--- src/rtl/pipeline_stall_ctrl.sv ---
// rtl/pipeline_stall_ctrl.sv - hazard-to-pipeline-register stall/flush controller with watchdog
module pipeline_stall_ctrl #(
  parameter int CNT_W     = 32,
  parameter int MAX_STALL = 16
) (
  input  logic             clk,
  input  logic             rst_n,
  input  logic             hold,
  input  logic             branch_has_hazard,
  input  logic             err_clr,
  output logic             pc_write,
  output logic             ifid_write,
  output logic             ifid_flush,
  output logic             idex_bubble,
  output logic             stall_timeout,
  output logic [CNT_W-1:0] stall_cycles,
  output logic [CNT_W-1:0] flush_count,
  output logic [1:0]       state
);

  localparam int SR_W = $clog2(MAX_STALL + 1);

  typedef enum logic [1:0] {
    S_RUN        = 2'd0,
    S_STALL      = 2'd1,
    S_FLUSH_PEND = 2'd2,
    S_HALT       = 2'd3
  } state_e;

  state_e           state_q, state_d;
  logic [SR_W-1:0]  stall_run_q, stall_run_d;
  logic             timeout_q, timeout_d;
  logic [CNT_W-1:0] stall_cycles_q, flush_count_q;
  logic             stall_inc, flush_inc;
  logic             pc_write_c, ifid_write_c, ifid_flush_c, idex_bubble_c;
  logic [SR_W-1:0]  stall_run_inc;

  assign stall_run_inc = stall_run_q + SR_W'(1);

  // Next-state and pipeline-control decode; FLUSH_PEND is the state that remembers a flush
  always_comb begin
    state_d       = state_q;
    stall_run_d   = stall_run_q;
    timeout_d     = timeout_q;
    stall_inc     = 1'b0;
    flush_inc     = 1'b0;
    pc_write_c    = 1'b1;
    ifid_write_c  = 1'b1;
    ifid_flush_c  = 1'b0;
    idex_bubble_c = 1'b0;
    if (state_q == S_HALT) begin
      pc_write_c    = 1'b0;
      ifid_write_c  = 1'b0;
      ifid_flush_c  = 1'b1;
      idex_bubble_c = 1'b1;
      if (err_clr) begin
        timeout_d   = 1'b0;
        stall_run_d = '0;
        state_d     = S_RUN;
      end
    end else if (hold) begin
      pc_write_c    = 1'b0;
      ifid_write_c  = 1'b0;
      idex_bubble_c = 1'b1;
      stall_inc     = 1'b1;
      stall_run_d   = stall_run_inc;
      if (branch_has_hazard || state_q == S_FLUSH_PEND) begin
        state_d = S_FLUSH_PEND;
      end else begin
        state_d = S_STALL;
      end
      // Runaway stall: halt and drop any latched flush
      if (stall_run_inc == SR_W'(MAX_STALL)) begin
        timeout_d = 1'b1;
        state_d   = S_HALT;
      end
    end else begin
      stall_run_d = '0;
      state_d     = S_RUN;
      // A flush latched during the stall and a fresh branch collapse into one flush
      if (state_q == S_FLUSH_PEND || branch_has_hazard) begin
        ifid_flush_c = 1'b1;
        flush_inc    = 1'b1;
      end
    end
  end

  // State, watchdog and saturating performance counters
  always_ff @(posedge clk or negedge rst_n) begin
    if (!rst_n) begin
      state_q        <= S_RUN;
      stall_run_q    <= '0;
      timeout_q      <= 1'b0;
      stall_cycles_q <= '0;
      flush_count_q  <= '0;
    end else begin
      state_q     <= state_d;
      stall_run_q <= stall_run_d;
      timeout_q   <= timeout_d;
      if (stall_inc && stall_cycles_q != {CNT_W{1'b1}}) begin
        stall_cycles_q <= stall_cycles_q + CNT_W'(1);
      end
      if (flush_inc && flush_count_q != {CNT_W{1'b1}}) begin
        flush_count_q <= flush_count_q + CNT_W'(1);
      end
    end
  end

  // While reset is held the pipeline is frozen and filled with NOPs
  always_comb begin
    pc_write    = pc_write_c;
    ifid_write  = ifid_write_c;
    ifid_flush  = ifid_flush_c;
    idex_bubble = idex_bubble_c;
    if (!rst_n) begin
      pc_write    = 1'b0;
      ifid_write  = 1'b0;
      ifid_flush  = 1'b1;
      idex_bubble = 1'b1;
    end
  end

  assign stall_timeout = timeout_q;
  assign stall_cycles  = stall_cycles_q;
  assign flush_count   = flush_count_q;
  assign state         = state_q;

endmodule

--- config.mk ---
export PLATFORM = sky130hd
export DESIGN_NAME = pipeline_stall_ctrl
export DESIGN_NICKNAME = d
export VERILOG_FILES = /design/src/rtl/pipeline_stall_ctrl.sv
export SDC_FILE = /design/constraint.sdc
export NUM_CORES = 1
export LEC_CHECK = 0
export ABC_AREA = 1
export ABC_CLOCK_PERIOD_IN_PS = 3750
export CORE_UTILIZATION = 57
export CTS_BUF_LIST = sky130_fd_sc_hd__clkbuf_8
export CTS_CLUSTER_SIZE = 14
export DETAILED_ROUTE_END_ITERATION = 6
export PLACE_DENSITY = 0.8
export SLEW_MARGIN = 20
export SYNTH_ARGS = -nofsm -noshare
export SYNTH_HDL_FRONTEND = slang
export SYNTH_SLANG_ARGS = --single-unit
--- constraint.sdc ---
create_clock -name clk -period 3.75 [get_ports clk]
set_input_delay 0.5625 -clock clk [delete_from_list [all_inputs] [get_ports clk]]
set_output_delay 0.5625 -clock clk [all_outputs]
set_load 0.005 [all_outputs]
# Word level (Yosys, flattened, before mapping)
# Index checks and enable logic that the tools add are counted.
dict set report word_totals {
  output_inout_bits 71
  inputBits 5
  ff_bits 72
  elab_cells 44
}
dict set report op_classes {
  eq_ne 6
  n_reduce_logical 6
  mux 24
  add_sub_neg 3
}
# op count
set ops {}
lappend ops {{32-bit by 1-bit adder with 32-bit output (second input constant)} 2}
lappend ops {{32-bit != test (second input constant)} 2}
lappend ops {{1-bit 2-to-1 mux} 16}
lappend ops {{5-bit 2-to-1 mux} 3}
lappend ops {{2-bit 2-to-1 mux} 5}
lappend ops {{5-bit by 1-bit adder with 5-bit output (second input constant)} 1}
lappend ops {{5-bit equality test (second input constant)} 1}
lappend ops {{2-bit equality test (second input constant)} 2}
lappend ops {{2-bit nonzero test} 2}
lappend ops {{3-bit AND reduction} 1}
lappend ops {{1-bit logical AND} 2}
lappend ops {{2-bit != test (second input constant)} 1}
lappend ops {{1-bit logical OR} 1}

# Logic depth before layout (Yosys ltp)
# Gate-level depths: netlist (run 1).
dict set report depth {
  word_depth 6
  ltp_mapped 11
  depth_no_buf 10
}

# Least setup slack after synthesis (run 1)
# No wires, ideal clock.
dict set report synth_path {
  kind {register to register}
  startpoint {reg stall_cycles_q[0] (netlist: stall_cycles[0])}
  endpoint {reg stall_cycles_q[25] (netlist: stall_cycles[25])}
  path_stages_with_launch 12
  arrival_ns 1.553
  required_time_ns 3.634
  path_buffers 1
  setup_ns 0.116
  slack_ns 2.081
  synth_period_minus_slack_ns 1.669
  cell_sequence {dfrtp_1 -> ha_1 -> inv_1 -> nor2_4 -> nand2_4 -> nor2_4 -> nand2_4 -> nand2_8 -> inv_4 -> buf_6 -> nand2_1 -> nand2_1}
}
dict set report synth_via {
  elab_chain_len 2
  elab_cells_between_ends 3
  classes_between {add/sub: 1; eq/ne: 1; reduce/logical: 1}
}
# item line_no
set synth_rtl {}
lappend synth_rtl {{start: declaration} 33} ;# logic [CNT_W-1:0] stall_cycles_q, flush_count_q;
lappend synth_rtl {{start signal: assignment} 101} ;# stall_cycles_q <= stall_cycles_q + CNT_W'(1);
lappend synth_rtl {{branches (longest 2 deep; another with 32-bit by 1-bit adder with 32-bit output)} -}
# Parallel ways; which one is timed is not known.
# A chain may end at the register's enable or synchronous reset.

# Final worst setup path (run 1)
dict set report layout_path {
  startpoint {in hold}
  endpoint {out pc_write}
}
dict set report layout_via {
  elab_chain_len 3
}
# item line_no
set layout_rtl {}
lappend layout_rtl {{start: declaration} 8} ;# input logic hold,
lappend layout_rtl {{1-bit 2-to-1 mux} 61} ;# end else if (hold) begin
lappend layout_rtl {{1-bit 2-to-1 mux} 51} ;# if (state_q == S_HALT) begin
lappend layout_rtl {{1-bit 2-to-1 mux} 115} ;# if (!rst_n) begin
lappend layout_rtl {{end: declaration} 11} ;# output logic pc_write,
# Every way passes these cells.

==> impl_metrics.ini, run 1 <==
[cells_and_area]
final_util_pct = 70.7
final_cells = 933
syn_to_final_growth_pct = 20.5
multi_input_area_um2 = 2650
regArea_um2 = 1800
n_fill_cell = 735
antenna_cells = 0
drive_gt1_share_pct = 4.59
nets = 831

[detailed_routing]
totalWireLength_um = 12200
drt-vias-per-instance = 5.20
post_drt_wl_per_cell_um = 13.1
drt-initial-drc-count = 247
drtAntennaViolNets = 0
drtPass1Iterations = 5
via_count = 4856
drcViolationCount = 0

[worst_setup_path]
startpoint_type = primary input
worstPathArrival_ps = 1830
crit_top_cell = clkdlybuf4s50_1
critPathTopFamily = buffers and inverters
crit_path_max_incr_delay_ps = 500
crit_type = primary input to output pin
path_depth = 5
path_max_fanout = 3
ff2ff_path_depth = 10
crit_path_end_kind = output pin
cp_slowest_cell = clkdlybuf4s50_1
crit_chain = clkdlybuf4s50_1 -> inv_2 -> nand3_1 -> inv_1 -> clkdlybuf4s50_1
required_ps = 3190
path_buf_inv = 4

[die]
boundaryPins = 76
start_util_pct = 58.7
die_area_um2 = 8780
rows = 33
die_x_um = 93.7
dieHeight_um = 93.7
coreArea_um2 = 8180

[grt]
grt-ovfl-total = 0
antenna_found_initial = 0
grt_max_degree = 46
grt_usage_pct = 29.9
grt_pass1_wl_um = 20700
first_global_vias = 4510

[timing]
finalCriticalPeriod_ps = 2390
final.period_utilization_pct = 63.7
rsz0062_at_grt = no
worstMarginPinSlew_ps = 576
fin_setup_tns_ps = 0
slew_viol_final = 0
max_freq_mhz = 418
worst_clock_skew_ps = 13.1
hold_viol = 0
finalSetupViolCount = 0
slew-limit-headroom_pct = 61.6

[power]
power.leakage_nw = 2.65
powerDensity_nw_per_um2 = 330
power_mw = 1.91
ir_drop_v = 0.000208

[clock_network]
cts-buffers-inserted = 9
clock_path_buffers = 2
numClockSinks = 72
clk_pin_slew_worst_paths_ps = 90
cts_root_buf = clkbuf_8
clock_latency_ps = 350
cts_resized = 0
cts_setup_buffers = 0
cts_hold_buf = 0
cts_tree = built
htree_levels = 3

[logic_synthesis]
syn_inst = 747
ys_ff_latch = 72
synth_warnings = 0
synth_area_um2 = 4800
ys_seq_area_share_pct = 37.6
avgSynthCellArea_um2 = 6.42
ys_types = 26
synthesis.nets = 755

[flow_run]
maxCapViolCount = 0

[placed_design]
dp_hpwl_um = 9130
dp.cells = 917
port_buffers = 75
place_congestion = 0.941

[outcome]
outcome = complete, no violations

[worst_hold_path]
hold_class = primary input to asynchronous set/reset pin
-- kinds of logic (layout without fill, tap and decap cells) --
logic type                 after synthesis  count (layout)  share of synthesized area, %
adders and majority gates                3               3                         0.783
DFF                                     72              72                          37.6
buffers and inverters                   73             154                          7.28
AOI/OAI and AO/OA                       19              19                          2.22
xor gates and xnor gates                26              26                          4.75
and+or+nand+nor                        554             554                          47.4
-- flip-flops by register name, indices dropped and copies added (netlist names) --
| name | count |
|---|---|
| stall_timeout | 1 |
| stall_cycles | 32 |
| state | 2 |
| stall_run_q | 5 |
| flush_count | 32 |
-- cell type report --
cell class | count | area share, %
multi-input combinational | 602 | 45.8
clock inverter | 6 | 1.17
tap | 105 | 2.27
sequential | 72 | 31.2
inverter | 62 | 4.16
timing repair buffer | 76 | 13.1
clock buffer | 10 | 2.38
-- stage by stage --
stage	instance area, um2	setup WS [ps]	hold WS, ps
detailed placement	5570	1350	499
global route	5780	1240	148
floorplan	4800	2080	267
CTS	5780	1340	124
global placement	5570	1370	488
finish	5780	1360	117
-- where the power goes --
group / internal [mW] / total [mW] / switching [mW]
Clock: 0.328 / 0.646 / 0.319
Combinational: 0.166 / 0.333 / 0.168
Sequential: 0.835 / 0.930 / 0.0955
Total: 1.33 / 1.91 / 0.582
-- layer usage --
metal | vias to the layer above | GRT usage, % | part of all wire (%)
li1 | 2435 | - | -
met1 | 2241 | 41.7 | 47
met2 | 163 | 47.9 | 46
met3 | 17 | 3.72 | 5.1
met4 | 0 | 10.4 | 1.6
met5 | - | 0 | 0
-- path summary, 6_finish.rpt --
| kind | from | end | slack [ps] |
|---|---|---|---|
| max | hold | pc_write | 1360 |
| min | rst_n | stall_cycles[2] | 120 |
| max reg2reg | stall_cycles[0] | stall_cycles[28] | 1670 |
| min reg2reg | stall_run_q[0] | stall_run_q[0] | 510 |
| max in group asynchronous | rst_n | flush_count[21] | 2700 |
| min in group clk | stall_run_q[0] | stall_run_q[0] | 510 |
-- placed cells by master (no fill, tap or decap), drive strengths merged --
master	synthesis	routed
clkbuf	0	10
clkinvlp	0	2
clkdlybuf4s50	0	74
xor2	12	12
nand4	8	8
nor2	111	111
nand3	41	41
dfrtp	72	72
a32o	1	1
o22ai	1	1
clkinv	0	2
bufinv	0	1
xnor2	14	14
o211ai	2	2
ha	3	3
o21ai	11	11
nand2	392	392
inv	62	63
a21oi	4	4
buf	11	2
nand3b	2	2
-- synthesized netlist by cell type --
library cell	instances	area, um2
nand2_1	384	1440
nor2_1	102	383
dfrtp_1	72	1800
inv_1	59	221
nand3_1	41	205
xnor2_1	14	123
xor2_1	12	105
nand4_1	8	50.1
buf_6	7	78.8
o21ai_0	7	35.0
nor2_4	6	67.6
a21oi_1	4	20.0
buf_4	4	30.0
o21ai_1	4	20.0
ha_1	3	37.5
nand2_2	3	18.8
nand2_4	3	33.8
nor2_2	3	18.8
nand2_8	2	40.0
nand3b_1	2	15.0
o211ai_1	2	15.0
a32o_1	1	10.0
inv_2	1	3.75
inv_4	1	6.26
inv_6	1	8.76
o22ai_1	1	6.26
(Power assumes the default switching activity.)
==> run 2, diff against run 1 <==
--- a/config.mk
+++ b/config.mk
@@ -6,12 +6,12 @@
 export NUM_CORES = 1
 export LEC_CHECK = 0
 export ABC_AREA = 1
-export ABC_CLOCK_PERIOD_IN_PS = 3750
-export CORE_UTILIZATION = 57
+export ABC_CLOCK_PERIOD_IN_PS = 2200
+export CORE_UTILIZATION = 56
 export CTS_BUF_LIST = sky130_fd_sc_hd__clkbuf_8
 export CTS_CLUSTER_SIZE = 14
 export DETAILED_ROUTE_END_ITERATION = 6
-export PLACE_DENSITY = 0.8
+export PLACE_DENSITY = 0.79
 export SLEW_MARGIN = 20
 export SYNTH_ARGS = -nofsm -noshare
 export SYNTH_HDL_FRONTEND = slang
==> constraint.sdc (replaced) <==
create_clock -name clk -period 2.2 [get_ports clk]
set_input_delay 0.33 -clock clk [delete_from_list [all_inputs] [get_ports clk]]
set_output_delay 0.33 -clock clk [all_outputs]
set_load 0.005 [all_outputs]
==> run 2 against run 1 <==
The flow now finishes with violations (DRC). First-iteration DRC count up 38%. Largest power group unchanged. Highest routed layer unchanged. Cell count up 0.43%. Sequential share of layout area down 0.12 points.
==> impl_metrics.ini, run 2 (synthesis results as in run 1) <==
[outcome]
outcome = complete, but fails checks
violations = DRC

[grt]
top_usage_layer = met2
grtUsageMet1_pct = 42.7
grt_usage_pct = 30.1
grt_max_degree = 43
grt_use_met2_pct = 46.6
first_global_vias = 4428
grt_pass1_wl_um = 20800
gr-usage-met3_pct = 4.59
antenna_found_initial = 0
grt-ovfl-total = 0

[cells_and_area]
final_cell_mix = 384 x nand2_1, 102 x nor2_1, 74 x clkdlybuf4s50_1
antenna_cells = 0
drive_gt1_share_pct = 4.93
fin_area_um2 = 5800
syn_to_final_growth_pct = 21.0
final_cells = 937
final_util_pct = 70.3
nets = 835
final_common_cell = nand2_1
n_fill_cell = 758

[clock_network]
clock_path_buffers = 2
cts-buffers-inserted = 9
cts_root_buf = clkbuf_8
htree_levels = 3
cts_tree = built
cts_resized = 0
numClockSinks = 72
cts_hold_buf = 0
clk_pin_slew_worst_paths_ps = 80
clock_latency_ps = 350
cts_setup_buffers = 0

[die]
die_area_um2 = 8940
start_util_pct = 58.1
rows = 33
coreArea_um2 = 8260
boundaryPins = 76
dieHeight_um = 94.5
die_x_um = 94.5

[timing]
max_freq_mhz = 494
rsz0062_at_grt = no
hold_viol = 0
setup_ws_ps = 175
fin_setup_tns_ps = 0
finalCriticalPeriod_ps = 2020
slew_viol_final = 0
worstMarginPinSlew_ps = 571
finalSetupViolCount = 0
worst_clock_skew_ps = 9.71
slew-limit-headroom_pct = 61.9
holdWs_ps = 92.3
final.period_utilization_pct = 92.0

[worst_setup_path]
startpoint_type = flop
r2r_start = stall_cycles[0]
crit_start = state[1]
required_ps = 1870
path_max_fanout = 4
worstPathArrival_ps = 1690
cp_slowest_cell = clkdlybuf4s50_1
crit_type = flop to output pin
crit_path_max_incr_delay_ps = 460
crit_path_end_kind = output pin
critPathTopFamily = compound AO/OA/AOI/OAI gates
path_buf_inv = 1
crit_chain = a21oi_1 -> o211ai_1 -> clkdlybuf4s50_1

[flow_run]
maxCapViolCount = 0

[power]
pwr-share-clk_pct = 33.2
power.combinational.fraction_pct = 18.2
p_int_mw = 2.27
power_mw = 3.25
switching_power_mw = 0.986
power.leakage_nw = 2.67
swShare_pct = 30.3
p_seq_share_pct = 48.6
ir_drop_v = 0.000310
powerDensity_nw_per_um2 = 560

[placed_design]
dp_hpwl_um = 9300
place_congestion = 0.953
place_area_um2 = 5600
port_buffers = 75
dpl_worst_slack_ps = 229
dp.cells = 921

[detailed_routing]
drt-initial-drc-count = 340
post_drt_wl_per_cell_um = 13.3
drtAntennaViolNets = 0
via_count = 4930
totalWireLength_um = 12400
drt-vias-per-instance = 5.26
drcViolationCount = 2
drtPass1Iterations = 7

[worst_hold_path]
hold_class = primary input to asynchronous set/reset pin
[run 2: final timing paths]
kind / slack [ps] / end / cells past startpoint
worst max-delay path: 180 / ifid_flush / 3
worst min-delay path: 90 / flush_count[14] / 2
worst max register to register: 260 / stall_cycles[12] / 10
worst min register to register: 510 / stall_run_q[0] / 1
max in group asynchronous: 1640 / stall_cycles[28] / 2
min in group clk: 510 / stall_run_q[0] / 1
[run 2: layer usage]
layer / wire, um / vias up
li1: - / 2449
met1: 5790 / 2306
met2: 5590 / 162
met3: 858 / 13
met4: 202 / 0
met5: 0 / -
[run 2: power by group through the flow]
stage	Clock [mW]	Combinational (mW)	Sequential, mW
after floorplan	0	0.329	1.58
after global placement	0	0.579	1.60
after detailed placement	0	0.594	1.60
after CTS	1.09	0.599	1.58
after global routing	1.15	0.666	1.60
final	1.08	0.592	1.58
[run 2: area by class of cell]
class,count,area [um2],area share [%]
repair buffers,80,786,13.5
multi-input cells,602,2650,45.6
flip-flops and latches,72,1800,31.1
well taps,105,131,2.26
inverters,62,240,4.14
clock inverters,6,60.1,1.04
clock buffers,10,138,2.37
